==> src/rtl/spm_pkg.sv <==
// Shared types and sizing helpers for the serial-parallel multiplier and its sequencer.
package spm_pkg;

    typedef enum logic [2:0] {
        IDLE,
        CLR,
        RUN,
        TAIL,
        DONE
    } spm_state_t;

    localparam int SPM_SIZE_DEFAULT = 32;

    // Counter must reach 2*size-1 without wrapping.
    function automatic int spm_cnt_w(input int size);
        return $clog2(2 * size) + 1;
    endfunction

endpackage

==> src/rtl/spm_seq_if.sv <==
// Operand-issue and product-return handshakes of the spm sequencer.
interface spm_seq_if
    import spm_pkg::*;
#(
    parameter int SIZE = SPM_SIZE_DEFAULT
) ();

    logic                in_valid;
    logic                in_ready;
    logic [SIZE-1:0]     mc;
    logic [SIZE-1:0]     mp;
    logic                out_valid;
    logic                out_ready;
    logic [2*SIZE-1:0]   prod;
    logic                busy;

    modport master (
        output in_valid, mc, mp, out_ready,
        input  in_ready, out_valid, prod, busy
    );

    modport slave (
        input  in_valid, mc, mp, out_ready,
        output in_ready, out_valid, prod, busy
    );

endinterface

==> src/rtl/spm.sv <==
// Serial-parallel signed multiplier: parallel x, serial y (LSB first), serial product p.
// p is registered, so the product bit for the y bit applied in cycle k appears in cycle k+1.
module spm
    import spm_pkg::*;
#(
    parameter int SIZE = SPM_SIZE_DEFAULT
) (
    input  logic            clk,
    input  logic            rst,
    input  logic [SIZE-1:0] x,
    input  logic            y,
    output logic            p
);

    localparam int W = SIZE + 1;

    logic [W-1:0] acc_q, acc_d;
    logic         p_q, p_d;
    logic [W:0]   sum;

    // Partial sum kept signed; each cycle adds y*x and retires the LSB as a product bit.
    always_comb begin
        sum   = {acc_q[W-1], acc_q} + (y ? {{2{x[SIZE-1]}}, x} : '0);
        p_d   = sum[0];
        acc_d = sum[W:1];
    end

    always_ff @(posedge clk or posedge rst) begin
        if (rst) begin
            acc_q <= '0;
            p_q   <= 1'b0;
        end else begin
            acc_q <= acc_d;
            p_q   <= p_d;
        end
    end

    assign p = p_q;

endmodule

==> src/rtl/spm_seq.sv <==
// Sequencer for spm: accepts an operand pair, streams the multiplier serially,
// deserialises the 2*SIZE-bit product and returns it over a valid/ready handshake.
module spm_seq
    import spm_pkg::*;
#(
    parameter int SIZE = SPM_SIZE_DEFAULT
) (
    input  logic      clk,
    input  logic      rst_n,
    spm_seq_if.slave  bus
);

    localparam int CNT_W = spm_cnt_w(SIZE);
    localparam int IDX_W = $clog2(SIZE);
    localparam int PW    = 2 * SIZE;
    localparam logic [CNT_W-1:0] CNT_SIZE = CNT_W'(SIZE);
    localparam logic [CNT_W-1:0] CNT_LAST = CNT_W'(2 * SIZE - 1);

    spm_state_t        state_q, state_d;
    logic [CNT_W-1:0]  cnt_q, cnt_d;
    logic [SIZE-1:0]   mc_q, mc_d;
    logic [SIZE-1:0]   mp_q, mp_d;
    logic [PW-1:0]     prod_q, prod_d;

    logic              spm_rst;
    logic [SIZE-1:0]   spm_x;
    logic              spm_y;
    logic              spm_p;

    always_comb begin
        state_d = state_q;
        cnt_d   = cnt_q;
        mc_d    = mc_q;
        mp_d    = mp_q;
        prod_d  = prod_q;
        unique case (state_q)
            IDLE: begin
                if (bus.in_valid) begin
                    mc_d    = bus.mc;
                    mp_d    = bus.mp;
                    state_d = CLR;
                end
            end
            CLR: begin
                cnt_d   = '0;
                prod_d  = '0;
                state_d = RUN;
            end
            RUN: begin
                // spm.p lags spm.y by one cycle, so nothing valid arrives at cnt==0.
                if (cnt_q != '0) begin
                    prod_d = {spm_p, prod_q[PW-1:1]};
                end
                if (cnt_q == CNT_LAST) begin
                    state_d = TAIL;
                end else begin
                    cnt_d = cnt_q + CNT_W'(1);
                end
            end
            TAIL: begin
                prod_d  = {spm_p, prod_q[PW-1:1]};
                state_d = DONE;
            end
            DONE: begin
                if (bus.out_ready) begin
                    state_d = IDLE;
                end
            end
            default: state_d = IDLE;
        endcase
    end

    always_ff @(posedge clk or negedge rst_n) begin
        if (!rst_n) begin
            state_q <= IDLE;
            cnt_q   <= '0;
            mc_q    <= '0;
            mp_q    <= '0;
            prod_q  <= '0;
        end else begin
            state_q <= state_d;
            cnt_q   <= cnt_d;
            mc_q    <= mc_d;
            mp_q    <= mp_d;
            prod_q  <= prod_d;
        end
    end

    always_comb begin
        spm_rst = ~rst_n | (state_q == CLR);
        spm_x   = (state_q == IDLE || state_q == CLR) ? '0 : mc_q;
        spm_y   = 1'b0;
        if (state_q == RUN) begin
            spm_y = (cnt_q < CNT_SIZE) ? mp_q[cnt_q[IDX_W-1:0]] : mp_q[SIZE-1];
        end
    end

    spm #(.SIZE(SIZE)) u_spm (
        .clk (clk),
        .rst (spm_rst),
        .x   (spm_x),
        .y   (spm_y),
        .p   (spm_p)
    );

    assign bus.in_ready  = (state_q == IDLE);
    assign bus.out_valid = (state_q == DONE);
    assign bus.busy      = (state_q == CLR) || (state_q == RUN) || (state_q == TAIL);
    assign bus.prod      = prod_q;

endmodule
==> src/flat_wrapper.sv <==
// flat-port wrapper written by rule: the top's interface ports become plain ports
module spm_seq_flat import spm_pkg::*;
#(
    parameter int SIZE = SPM_SIZE_DEFAULT
)
  (clk, rst_n, bus_in_valid, bus_mc, bus_mp, bus_out_ready, bus_in_ready, bus_out_valid, bus_prod, bus_busy);
  spm_seq_if #(.SIZE(SIZE)) bus_i ();
  input  logic clk;
  input  logic rst_n;
  input wire logic [$bits(bus_i.in_valid)-1:0] bus_in_valid;
  input wire logic [$bits(bus_i.mc)-1:0] bus_mc;
  input wire logic [$bits(bus_i.mp)-1:0] bus_mp;
  input wire logic [$bits(bus_i.out_ready)-1:0] bus_out_ready;
  output wire logic [$bits(bus_i.in_ready)-1:0] bus_in_ready;
  output wire logic [$bits(bus_i.out_valid)-1:0] bus_out_valid;
  output wire logic [$bits(bus_i.prod)-1:0] bus_prod;
  output wire logic [$bits(bus_i.busy)-1:0] bus_busy;
  assign bus_i.in_valid = bus_in_valid;
  assign bus_i.mc = bus_mc;
  assign bus_i.mp = bus_mp;
  assign bus_i.out_ready = bus_out_ready;
  assign bus_in_ready = bus_i.in_ready;
  assign bus_out_valid = bus_i.out_valid;
  assign bus_prod = bus_i.prod;
  assign bus_busy = bus_i.busy;
  spm_seq #(.SIZE(SIZE)) u_core (.clk(clk), .rst_n(rst_n), .bus(bus_i));
endmodule
==> config.mk <==
export PLATFORM = sky130hd
export DESIGN_NAME = spm_seq_flat
export DESIGN_NICKNAME = d
export VERILOG_FILES = /design/src/rtl/spm_pkg.sv /design/src/rtl/spm_seq_if.sv /design/src/rtl/spm.sv /design/src/rtl/spm_seq.sv /design/src/flat_wrapper.sv
export SDC_FILE = /design/constraint.sdc
export NUM_CORES = 1
export LEC_CHECK = 0
export CAP_MARGIN = 30
export CORE_ASPECT_RATIO = 1.4
export CORE_MARGIN = 5
export CORE_UTILIZATION = 52
export CTS_BUF_LIST = sky130_fd_sc_hd__clkbuf_16
export CTS_CLUSTER_DIAMETER = 200
export DETAILED_ROUTE_END_ITERATION = 8
export PLACE_DENSITY = 0.78
export SYNTH_ARGS = -nofsm -noshare
export SYNTH_HDL_FRONTEND = slang
export SYNTH_SLANG_ARGS = --single-unit
==> constraint.sdc <==
create_clock -name clk -period 5.55 [get_ports clk]
set_clock_uncertainty 0.15 [all_clocks]
set_input_delay 0.8325 -clock clk [delete_from_list [all_inputs] [get_ports clk]]
set_output_delay 0.8325 -clock clk [all_outputs]
set_load 0.005 [all_outputs]
==> flow_summary.json <==
{
  "dp_cells": 986,
  "synth_edf_count": 0,
  "timing.rr.start": "u_core.cnt_q[0]",
  "r2r-end": "u_core.u_spm.acc_q[17]",
  "postCtsSetupBuffers": 0,
  "synthesis.instances": 691,
  "cp_top_family": "compound AO/OA/AOI/OAI gates",
  "rr_worst_depth": 13,
  "synth_mux_area_share_pct": 11.8,
  "yosys.area_share.simple_pct": 8.77,
  "finalSetupTns_ns": 0,
  "synth_compound_area_share_pct": 15.8,
  "power_frac_comb_pct": 41.2,
  "antenna_left": 0,
  "place_congestion": 0.927,
  "fin_crit_ns": 4.77,
  "worst_slew_pin_slew_ns": 0.853,
  "path_clk_slew_ns": 0.07,
  "p_sw_share_pct": 36.8,
  "async_flop_share_pct": 100,
  "synth_xor_area_share_pct": 3.19,
  "finalHoldViolations": 0,
  "numClockSinks": 172,
  "p_int_mw": 3.34,
  "ir_drop_v": 0.000321,
  "cp_num_cells": 13,
  "hold_class": "in -> async",
  "cpPeakStageDelay_ns": 0.72,
  "synth_fp_nets": 795,
  "p_seq_share_pct": 36.5,
  "wirelength_um": 19400,
  "worstSetupStartpoint": "u_core.cnt_q[0]",
  "finalPower_mw": 5.28,
  "clk_path_buf_depth": 2,
  "antenna_found_initial": 2,
  "end_kind": "flip-flop",
  "start_util_pct": 52.8,
  "synthTopCellsByArea": "dfrtp_1 (52%), mux2_2 (8.7%), a22o_1 (6.8%), ha_1 (5.3%), mux4_2 (2.7%)",
  "vias": 5980,
  "grt_overflow_total": 0,
  "dr.pass1.iters": 5,
  "htreeDepth": 4,
  "core_area_um2": 15600,
  "io_buffer_count": 134,
  "yosys_warnings": 0,
  "die_h_um": 159,
  "ys_seq_elements": 172,
  "place_area_um2": 9740,
  "viasPerCell": 5.86,
  "dr.first_iter.drc_count": 347,
  "worst-path-max-fanout": 32,
  "synth_top_cell_by_area": "dfrtp_1",
  "postSynthAreaPerCell_um2": 11.9,
  "worstSetupPathType": "reg -> reg",
  "ctsResizeCount": 0,
  "p_switching_mw": 1.94,
  "syn2layout_area_growth_pct": 25.5,
  "die_x_um": 116,
  "cts_root_buffer": "clkbuf_16",
  "n_fill_cell": 1178,
  "dp_hpwl_um": 13900,
  "drc": 0,
  "synth_fa_ha_area_share_pct": 5.55,
  "cts_tree": "done",
  "path_buf_inv": 1,
  "finalSetupViolCount": 0,
  "stdcell_count": 1021,
  "dieArea_um2": 18500,
  "drv_slew": 0,
  "post_drt_wl_per_cell_um": 19.0,
  "grt_max_degree": 71,
  "cts_hold_buf": 0,
  "period_share_pct": 86.0,
  "grt_usage_pct": 21.4,
  "drive_above_1_share_pct": 14.5,
  "critPathArrivalTime_ns": 4.93,
  "power_leakage_nw": 4.54,
  "slew_headroom_pct": 43.1,
  "cp.required_ns": 5.71,
  "ys.flop_type": "dfrtp_1",
  "critPathLaunchType": "flip-flop",
  "cts_buffers": 17,
  "seq_area_frac_synth_pct": 52.2,
  "grt_pass1_wl_um": 31700,
  "crit_end": "u_core.u_spm.acc_q[17]",
  "r2r_slack_ns": 0.78,
  "status": "finished clean",
  "final_area_um2": 10400,
  "yosysUniqueCellTypes": 48,
  "yosysTopAreaCellShare_pct": 52.2,
  "rsz0062_at_grt": "no",
  "io_pins": 135,
  "rows": 54,
  "synth_top_family_by_area": "compound AO/OA/AOI/OAI gates",
  "clock.fmax_ghz": 0.210,
  "clkPwrFrac_pct": 22.3,
  "cp_cell_sequence": "mux4_2 -> mux4_2 -> mux2i_1 -> a21oi_1 -> buf_4 -> and2_1 -> ha_1 -> a2111o_1 -> o22ai_1 -> a211o_1 -> and2_1 -> nor3b_1 -> a311oi_1",
  "final_nets": 914,
  "grt_pass1_vias": 6446,
  "netlist_area_um2": 8250,
  "clkLatencyLatePin_ns": 0.43,
  "cap_violations": 0,
  "power_density_nw_per_um2": 510,
  "slowest_stage": "dfrtp_1"
}
-- cell usage after synthesis (3+ instances only) --
library cell / count
a211oi_1: 8
a21o_1: 9
dfrtp_1: 172
or2_2: 3
and2_1: 35
o211ai_1: 3
nor2_1: 30
inv_1: 14
o21bai_1: 4
nand3_1: 6
nand4_1: 10
clkbuf_1: 27
buf_2: 7
ha_1: 35
o21a_1: 9
a31oi_1: 3
nand2_1: 29
nor3_1: 4
nand2b_1: 6
xor2_1: 13
mux4_2: 10
a21oi_1: 34
or3_1: 4
o21ai_0: 28
a22o_1: 64
buf_1: 6
a211o_1: 3
xnor2_1: 17
mux2_2: 64
mux2i_1: 3
nor2b_1: 5
o31ai_1: 4
-- stage by stage --
stage	setup slack [ns]	utilization, %	hold WS, ns
after floorplan	1.44	-	0.293
after global placement	0.936	62.1	0.335
after detailed placement	0.829	62.4	0.338
after CTS	0.768	66.2	0.265
after global routing	0.441	66.3	0.300
final	0.780	66.3	0.241
-- worst min-delay path by stage --
stage / slack [ns] / depth (start not counted) / end / startpoint
2_1_floorplan: 0.29 / 1 / u_core.bus.prod[63] / u_core.u_spm.p
3_3_place_gp: 0.34 / 1 / u_core.mc_q[2] / u_core.mc_q[2]
3_5_place_dp: 0.34 / 1 / u_core.mc_q[27] / u_core.mc_q[27]
4_1_cts: 0.26 / 1 / u_core.bus.prod[56] / rst_n
5_1_grt: 0.30 / 1 / u_core.bus.prod[55] / rst_n
6_report: 0.24 / 1 / u_core.mp_q[3] / rst_n
-- final cells by class --
type	instances	area, um^2	area share [%]
clock buffer	17	425	4.11
tap	196	245	2.37
inverter	14	52.6	0.508
antenna	2	5.00	0.0483
multi-input combinational	464	3720	36.0
clock inverter	15	163	1.57
sequential	172	4300	41.6
timing repair buffer	141	1430	13.8
-- state kept, by name, indices dropped and copies added (netlist names) --
| signal | cells |
|---|---|
| u_core.mp_q | 32 |
| u_core.mc_q | 32 |
| u_core.state_q | 3 |
| u_core.cnt_q | 7 |
| u_core.u_spm.acc_q | 33 |
| u_core.u_spm.p | 1 |
| u_core.bus.prod | 64 |
-- routing by layer --
| layer | wire length [um] | up-vias | track usage [%] |
|---|---|---|---|
| met5 | 0 | - | 0 |
| met3 | 880 | 44 | 4.33 |
| met1 | 7370 | 3007 | 24.2 |
| met4 | 577 | 0 | 8.81 |
| met2 | 10500 | 171 | 38.3 |
| li1 | - | 2758 | - |
-- kinds of logic after synthesis --
kind of cell / after synthesis
DFF: 172
muxes: 77
xor gates and xnor gates: 30
adders and majority gates: 36
buffers and inverters: 55
AOI/OAI and AO/OA: 181
and+or+nand+nor: 140
-- power groups by stage --
stage                     Combinational, mW  Clock (mW)  Sequential, mW
after floorplan                        1.69           0            1.80
after global placement                 2.01           0            1.92
after detailed placement               2.14           0            1.95
after CTS                              2.16        1.20            1.93
after global routing                   2.39        1.25            1.97
final                                  2.18        1.18            1.93
-- placed cells by master, fill, tap and decap left out, types with 28 or more instances in the layout --
cell type | synthesis | layout
dfrtp_1 | 172 | 172
clkdlybuf4s50_1 | 0 | 133
a22o_1 | 64 | 64
mux2_2 | 64 | 64
ha_1 | 35 | 35
a21oi_1 | 34 | 34
and2_1 | 35 | 34
nor2_1 | 30 | 30
nand2_1 | 29 | 29
o21ai_0 | 28 | 28
No activity file was read; power rests on OpenSTA's default activity.
